## src/rtl/tmds_pkg.sv

```systemverilog
// Shared TMDS definitions: control-token code words and alignment FSM states.
// Used by both the channel encoder and the channel decoder.
package tmds_pkg;

    // 10-bit TMDS control tokens, indexed by {C1,C0}
    localparam logic [9:0] CTL_TOKEN_00 = 10'h354;
    localparam logic [9:0] CTL_TOKEN_01 = 10'h0AB;
    localparam logic [9:0] CTL_TOKEN_10 = 10'h154;
    localparam logic [9:0] CTL_TOKEN_11 = 10'h2AB;

    // Word-alignment FSM encoding
    localparam logic [0:0] SEARCH = 1'b0;
    localparam logic [0:0] LOCKED = 1'b1;

    // True when the word is one of the four control tokens
    function automatic logic is_ctl_token(input logic [9:0] q);
        return (q == CTL_TOKEN_00) || (q == CTL_TOKEN_01) ||
               (q == CTL_TOKEN_10) || (q == CTL_TOKEN_11);
    endfunction

endpackage

```

## src/rtl/tmds_channel_decoder_if.sv

```systemverilog
// Per-channel TMDS receive bundle: raw deserialized word in, decoded video out.
interface tmds_channel_decoder_if;

    logic [9:0] RawWord;
    logic [7:0] Data;
    logic [1:0] Ctrl;
    logic       De;
    logic       Locked;
    logic [3:0] Offset;
    logic       LockLost;

    // Deserializer / bench side
    modport master (
        output RawWord,
        input  Data, Ctrl, De, Locked, Offset, LockLost
    );

    // Decoder side
    modport slave (
        input  RawWord,
        output Data, Ctrl, De, Locked, Offset, LockLost
    );

endinterface

```

## src/rtl/tmds_word_decode.sv

```systemverilog
// Combinational TMDS word decoder: one aligned 10-bit word to byte / control.
module tmds_word_decode
    import tmds_pkg::*;
(
    input  logic [9:0] q,
    output logic [7:0] Data,
    output logic [1:0] Ctrl,
    output logic       IsCtrl
);

    logic [7:0] w_d;

    // Undo the optional inversion, then undo the XOR/XNOR transition chain
    always_comb begin
        w_d     = q[9] ? ~q[7:0] : q[7:0];
        Data    = '0;
        Data[0] = w_d[0];
        for (int unsigned i = 1; i < 8; i++) begin
            Data[i] = q[8] ? (w_d[i] ^ w_d[i-1]) : ~(w_d[i] ^ w_d[i-1]);
        end
    end

    // Control-token recognition
    always_comb begin
        Ctrl   = '0;
        IsCtrl = 1'b1;
        case (q)
            CTL_TOKEN_00: Ctrl = 2'b00;
            CTL_TOKEN_01: Ctrl = 2'b01;
            CTL_TOKEN_10: Ctrl = 2'b10;
            CTL_TOKEN_11: Ctrl = 2'b11;
            default:      IsCtrl = 1'b0;
        endcase
    end

endmodule

```

## src/rtl/tmds_channel_decoder.sv

```systemverilog
// One TMDS receive channel: bit-rotation gearbox, token-driven word alignment
// and registered decode to pixel byte / control bits / data enable.
module tmds_channel_decoder
    import tmds_pkg::*;
#(
    parameter int unsigned TOKEN_RUN     = 8,
    parameter int unsigned SEARCH_WINDOW = 2048,
    parameter int unsigned SLIP_SETTLE   = 4,
    parameter int unsigned LOCK_TIMEOUT  = 8192
) (
    input  logic                    PixelClk,
    input  logic                    Reset,
    tmds_channel_decoder_if.slave   bus
);

    localparam int unsigned RUN_W = $clog2(TOKEN_RUN) + 1;
    localparam int unsigned WIN_W = $clog2(SEARCH_WINDOW) + 1;
    localparam int unsigned SET_W = $clog2(SLIP_SETTLE) + 1;
    localparam int unsigned TMO_W = $clog2(LOCK_TIMEOUT) + 1;

    localparam logic [RUN_W-1:0] RUN_FULL    = RUN_W'(TOKEN_RUN);
    localparam logic [WIN_W-1:0] WIN_LAST    = WIN_W'(SEARCH_WINDOW - 1);
    localparam logic [SET_W-1:0] SETTLE_INIT = SET_W'(SLIP_SETTLE);
    localparam logic [TMO_W-1:0] TMO_LAST    = TMO_W'(LOCK_TIMEOUT - 1);

    // Gearbox
    logic [9:0]       r_raw_prev;
    logic [9:0]       r_align;
    logic [18:0]      w_cat;
    logic [9:0]       w_align_next;

    // Decode
    logic [7:0]       w_data;
    logic [1:0]       w_ctrl;
    logic             w_is_ctrl;
    logic [7:0]       r_data;
    logic [1:0]       r_ctrl;
    logic             r_de;

    // Alignment control
    logic [0:0]       r_state;
    logic [3:0]       r_offset;
    logic [WIN_W-1:0] r_window;
    logic [RUN_W-1:0] r_run;
    logic [RUN_W-1:0] w_run_next;
    logic [SET_W-1:0] r_settle;
    logic [TMO_W-1:0] r_timeout;
    logic             r_lock_lost;

    // RawWord[9] only ever lands in RawPrev; offsets 0..9 reach bit 18 at most
    assign w_cat = {bus.RawWord[8:0], r_raw_prev};

    // Select the 10-bit window starting at the current bit offset
    always_comb begin
        w_align_next = w_cat[9:0];
        case (r_offset)
            4'd0:    w_align_next = w_cat[9:0];
            4'd1:    w_align_next = w_cat[10:1];
            4'd2:    w_align_next = w_cat[11:2];
            4'd3:    w_align_next = w_cat[12:3];
            4'd4:    w_align_next = w_cat[13:4];
            4'd5:    w_align_next = w_cat[14:5];
            4'd6:    w_align_next = w_cat[15:6];
            4'd7:    w_align_next = w_cat[16:7];
            4'd8:    w_align_next = w_cat[17:8];
            4'd9:    w_align_next = w_cat[18:9];
            default: w_align_next = w_cat[9:0];
        endcase
    end

    // Gearbox stage: keep previous raw word and register the aligned word
    always_ff @(posedge PixelClk) begin
        if (Reset) begin
            r_raw_prev <= '0;
            r_align    <= '0;
        end else begin
            r_raw_prev <= bus.RawWord;
            r_align    <= w_align_next;
        end
    end

    tmds_word_decode u_decode (
        .q      (r_align),
        .Data   (w_data),
        .Ctrl   (w_ctrl),
        .IsCtrl (w_is_ctrl)
    );

    // Decode stage: tokens update Ctrl and hold Data, data words the reverse
    always_ff @(posedge PixelClk) begin
        if (Reset) begin
            r_data <= '0;
            r_ctrl <= '0;
            r_de   <= 1'b0;
        end else if (w_is_ctrl) begin
            r_ctrl <= w_ctrl;
            r_de   <= 1'b0;
        end else begin
            r_data <= w_data;
            r_de   <= 1'b1;
        end
    end

    // Consecutive-token run, saturating at the lock threshold
    always_comb begin
        w_run_next = '0;
        if (w_is_ctrl) begin
            w_run_next = (r_run == RUN_FULL) ? r_run : r_run + RUN_W'(1);
        end
    end

    // Alignment FSM: slip the offset until a token run is seen, then watch
    // for loss of tokens while locked
    always_ff @(posedge PixelClk) begin
        if (Reset) begin
            r_state     <= SEARCH;
            r_offset    <= '0;
            r_window    <= '0;
            r_run       <= '0;
            r_settle    <= '0;
            r_timeout   <= '0;
            r_lock_lost <= 1'b0;
        end else begin
            r_lock_lost <= 1'b0;
            if (r_state == SEARCH) begin
                if (r_run == RUN_FULL) begin
                    // lock takes priority over a coincident window expiry
                    r_state   <= LOCKED;
                    r_timeout <= '0;
                    r_run     <= w_run_next;
                end else if (r_window == WIN_LAST) begin
                    r_offset <= (r_offset == 4'd9) ? 4'd0 : r_offset + 4'd1;
                    r_window <= '0;
                    r_run    <= '0;
                    r_settle <= SETTLE_INIT;
                end else begin
                    r_window <= r_window + WIN_W'(1);
                    // words in the pipeline still reflect the old offset
                    if (r_settle != '0) begin
                        r_settle <= r_settle - SET_W'(1);
                    end else begin
                        r_run <= w_run_next;
                    end
                end
            end else begin
                r_run <= w_run_next;
                if (w_is_ctrl) begin
                    r_timeout <= '0;
                end else if (r_timeout == TMO_LAST) begin
                    r_state     <= SEARCH;
                    r_lock_lost <= 1'b1;
                    r_window    <= '0;
                    r_run       <= '0;
                    r_timeout   <= '0;
                end else begin
                    r_timeout <= r_timeout + TMO_W'(1);
                end
            end
        end
    end

    assign bus.Data     = r_data;
    assign bus.Ctrl     = r_ctrl;
    assign bus.De       = r_de;
    assign bus.Locked   = (r_state == LOCKED);
    assign bus.Offset   = r_offset;
    assign bus.LockLost = r_lock_lost;

endmodule

```

## src/flat_wrapper.sv

```systemverilog
// flat-port wrapper written by rule: the top's interface ports become plain ports
module tmds_channel_decoder_flat import tmds_pkg::*;
#(
    parameter int unsigned TOKEN_RUN     = 8,
    parameter int unsigned SEARCH_WINDOW = 2048,
    parameter int unsigned SLIP_SETTLE   = 4,
    parameter int unsigned LOCK_TIMEOUT  = 8192
)
  (PixelClk, Reset, bus_RawWord, bus_Data, bus_Ctrl, bus_De, bus_Locked, bus_Offset, bus_LockLost);
  tmds_channel_decoder_if bus_i ();
  input  logic PixelClk;
  input  logic Reset;
  input wire logic [$bits(bus_i.RawWord)-1:0] bus_RawWord;
  output wire logic [$bits(bus_i.Data)-1:0] bus_Data;
  output wire logic [$bits(bus_i.Ctrl)-1:0] bus_Ctrl;
  output wire logic [$bits(bus_i.De)-1:0] bus_De;
  output wire logic [$bits(bus_i.Locked)-1:0] bus_Locked;
  output wire logic [$bits(bus_i.Offset)-1:0] bus_Offset;
  output wire logic [$bits(bus_i.LockLost)-1:0] bus_LockLost;
  assign bus_i.RawWord = bus_RawWord;
  assign bus_Data = bus_i.Data;
  assign bus_Ctrl = bus_i.Ctrl;
  assign bus_De = bus_i.De;
  assign bus_Locked = bus_i.Locked;
  assign bus_Offset = bus_i.Offset;
  assign bus_LockLost = bus_i.LockLost;
  tmds_channel_decoder #(.TOKEN_RUN(TOKEN_RUN), .SEARCH_WINDOW(SEARCH_WINDOW), .SLIP_SETTLE(SLIP_SETTLE), .LOCK_TIMEOUT(LOCK_TIMEOUT)) u_core (.PixelClk(PixelClk), .Reset(Reset), .bus(bus_i));
endmodule
```

## config.mk

```make
export PLATFORM = sky130hd
export DESIGN_NAME = tmds_channel_decoder_flat
export DESIGN_NICKNAME = d
export VERILOG_FILES = /design/src/rtl/tmds_pkg.sv /design/src/rtl/tmds_channel_decoder_if.sv /design/src/rtl/tmds_word_decode.sv /design/src/rtl/tmds_channel_decoder.sv /design/src/flat_wrapper.sv
export SDC_FILE = /design/constraint.sdc
export NUM_CORES = 1
export LEC_CHECK = 0
export CAP_MARGIN = 15
export CORE_MARGIN = 10
export CORE_UTILIZATION = 45
export CTS_CLUSTER_DIAMETER = 100
export DETAILED_ROUTE_END_ITERATION = 10
export PLACE_DENSITY_LB_ADDON = 0.1
export SYNTH_ARGS = -nofsm -noshare
export SYNTH_HDL_FRONTEND = slang
export SYNTH_HIERARCHICAL = 1
export SYNTH_SLANG_ARGS = --single-unit
```

## constraint.sdc

```tcl
create_clock -name PixelClk -period 3.1 [get_ports PixelClk]
set_input_delay 0.31 -clock PixelClk [delete_from_list [all_inputs] [get_ports PixelClk]]
set_output_delay 0.31 -clock PixelClk [all_outputs]
set_load 0.05 [all_outputs]
```

==> flow_metrics.py <==
metrics = {
    "logic_synthesis": {
        "syn_avg_cell_area_um2": 8.07,
        "synth_ff_type": "dfxtp_1",
        "ys_async_sr_fraction": 0,
        "synthTopCellsByArea": "dfxtp_1 (34%), nor2_1 (5.7%), mux2i_1 (4.1%)",
        "synth_top_area_frac": 0.337,
        "ys_seq_elements": 70,
        "seq_area_frac_synth": 0.337,
        "syn-num-nets": 533,
        "yosysWarnings": 6,
        "synthCells": 515,
        "synthDistinctLibCells": 67,
        "syn_area_mm2": 0.00416,
        "yosys.area.top_type": "dfxtp_1",
        "synth_edf_count": 0,
    },
    "floorplanning": {
        "fp.dieW_um": 116,
        "io_pins": 29,
        "core_area_mm2": 0.00911,
        "die_y_um": 116,
        "start_util": 0.456,
        "rows": 35,
        "dieArea_mm2": 0.0135,
    },
    "global_routing": {
        "grt_max_degree": 27,
        "grt_overflow": 0,
        "grt_pass1_wl_um": 18400,
        "antenna_found_initial": 0,
        "grt_pass1_vias": 3652,
        "grt_util_all_layers": 0.169,
    },
    "cts": {
        "cts_tree": "done",
        "cts-resized-gates": 0,
        "cts_sinks": 70,
        "clockBufferDepth": 2,
        "cts_hold_buf": 0,
        "cts_root_buf": "clkbuf_8",
        "cts_setup_buffers": 0,
        "htreeDepth": 3,
        "clock_latency_ps": 350,
        "clkTransAtPathRegs_ps": 80,
        "numCtsBuffers": 9,
    },
    "drt": {
        "wirelength_um": 10900,
        "route.vias.total": 3849,
        "wl_per_cell_um": 16.8,
        "ant_nets": 0,
        "vias_per_cell": 5.94,
        "drcViolationCount": 0,
        "drt_iter0_drc": 322,
        "firstDrtPassIters": 5,
    },
    "worst_setup_path": {
        "cp_max_fo": 10,
        "crit_type": "flip-flop to flip-flop",
        "cp.required_ps": 3380,
        "cp-end-kind": "flip-flop",
        "cp.arrival_ps": 2900,
        "cp-start-kind": "flip-flop",
    },
    "timing": {
        "rsz0062_at_grt": "no",
        "report.final.slew_viol_count": 0,
        "slew_headroom": 0.592,
        "max_freq_ghz": 0.383,
        "period_needed_ps": 2610,
        "tightest_slew_ps": 604,
        "setup_violations": 0,
        "setup_tns_ps": 0,
        "fin_crit_sh": 0.842,
        "final-hold-violation-count": 0,
        "skew_ps": 7.82,
    },
    "power": {
        "intPower_uw": 1660,
        "power_frac_comb": 0.155,
        "p_per_area_mw_per_mm2": 476,
        "p_leak_uw": 0.00166,
        "switching_share": 0.272,
        "irDropWorstVdd_mv": 0.283,
        "pwr-share-clk": 0.406,
        "seqPwrFrac": 0.439,
        "p_switching_uw": 618,
    },
    "placement": {
        "dpl_cell_area_mm2": 0.00453,
        "dp.cells": 632,
        "gp_congestion": 0.931,
        "portBuffers": 28,
        "dpl.hpwl_um": 7600,
    },
    "finish": {
        "drive_gt1_frac": 0.0894,
        "fin_area_mm2": 0.00478,
        "antennaDiodeCount": 0,
        "final.fill_count": 906,
        "multi_input_area_mm2": 0.00257,
        "mostFrequentLayoutCells": "dfxtp_1 (70), nor2_1 (63), o21ai_0 (34)",
        "fin_cells": 648,
        "layout_commonest_cell": "dfxtp_1",
        "regArea_mm2": 0.00140,
        "areaGrowthSynthToFinish_pct": 15.0,
        "layout.nets": 550,
    },
    "flow_run": {
        "max_cap_violations": 0,
    },
    "worst_hold_path": {
        "worstHoldPathType": "input pin to flip-flop",
    },
    "run_status": {
        "status": "finished clean",
    },
}
-- layout make-up --
cell class / instances / share of cell area
Timing Repair Buffer: 42 / 0.0796
Sequential cell: 70 / 0.293
Multi-Input combinational cell: 397 / 0.537
Clock inverter: 5 / 0.0222
Inverter: 12 / 0.00942
Tap cell: 111 / 0.0290
Clock buffer: 11 / 0.0296
-- state kept, by name (all words and copies together), names as in the netlist --
signal               flops
u_core/r_align          10
u_core/bus.Offset        4
u_core/r_window         12
u_core/bus.Locked        1
u_core/bus.Data          8
u_core/bus.Ctrl          2
u_core/r_run             4
u_core/bus.De            1
u_core/r_raw_prev       10
u_core/r_timeout        14
u_core/r_settle          3
u_core/bus.LockLost      1
-- synth_stat cells (5+ instances only) --
library cell and number:
ha_1 6, nor2_1 63, dfxtp_1 70, xor2_1 9
nor2b_1 22, a21oi_1 33, a311oi_1 7, nand4_1 5
o21ai_0 34, nand3_1 11, nor3_1 14, nand3b_1 9
a22oi_1 5, mux2i_1 17, a31oi_1 12, inv_1 11
nand2b_1 9, mux2_2 6, a211oi_1 12, a32oi_1 5
clkbuf_1 29, xnor2_1 11, nand2_1 32
-- path summary, 6_finish.rpt --
check                           slack (ps)  cells after the start           startpoint             endpoint
worst max-delay path                   490                      8    u_core/r_align[8]   u_core/r_window[4]
worst min-delay path                   350                      2                Reset        u_core/bus.De
worst max register to register         490                      8    u_core/r_align[8]   u_core/r_window[4]
worst min register to register         490                      2  u_core/r_window[11]  u_core/r_window[11]
-- routing by layer --
layer,vias up,global-route usage,part of all wire
li1,1929,-,-
met1,1801,0.231,0.50
met2,102,0.255,0.43
met3,17,0.0401,0.052
met4,0,0.0542,0.016
met5,-,0,0
-- kinds of logic (layout without fill, tap and decap cells) --
| kind of cell | after synthesis | in the layout | share of synthesized area |
|---|---|---|---|
| DFF | 70 | 70 | 0.337 |
| muxes | 23 | 23 | 0.0572 |
| AOI/OAI and AO/OA | 142 | 142 | 0.223 |
| xor gates and xnor gates | 20 | 20 | 0.0421 |
| buffers and inverters | 48 | 70 | 0.0475 |
| and+or+nand+nor | 206 | 206 | 0.275 |
| adders and majority gates | 6 | 6 | 0.0181 |
-- worst max-delay path, cell delays in order (launching register included) --
cell,delay (ps)
dfxtp_1,480
and4bb_1,230
nand3b_1,180
o31ai_4,140
nand4bb_4,240
nor4_4,500
nor2_4,120
or4_1,490
a21oi_1,150
-- power by group through the flow --
stage	Sequential [uW]	Clock (uW)	Combinational, uW
floorplan	1040	0	222
global placement	1020	0	342
detailed placement	1020	0	350
CTS	998	945	352
global route	1010	993	393
finish	999	924	352
-- stage by stage --
step	util	total power (uW)	worst slack, ps	hold WS [ps]
3_5_place_dp	0.498	1370	522	475
5_1_grt	0.525	2390	332	351
6_report	0.525	2280	489	351
4_1_cts	0.525	2290	499	346
3_3_place_gp	0.498	1360	612	450
2_1_floorplan	-	1260	778	438
(Power assumes the default switching activity.)
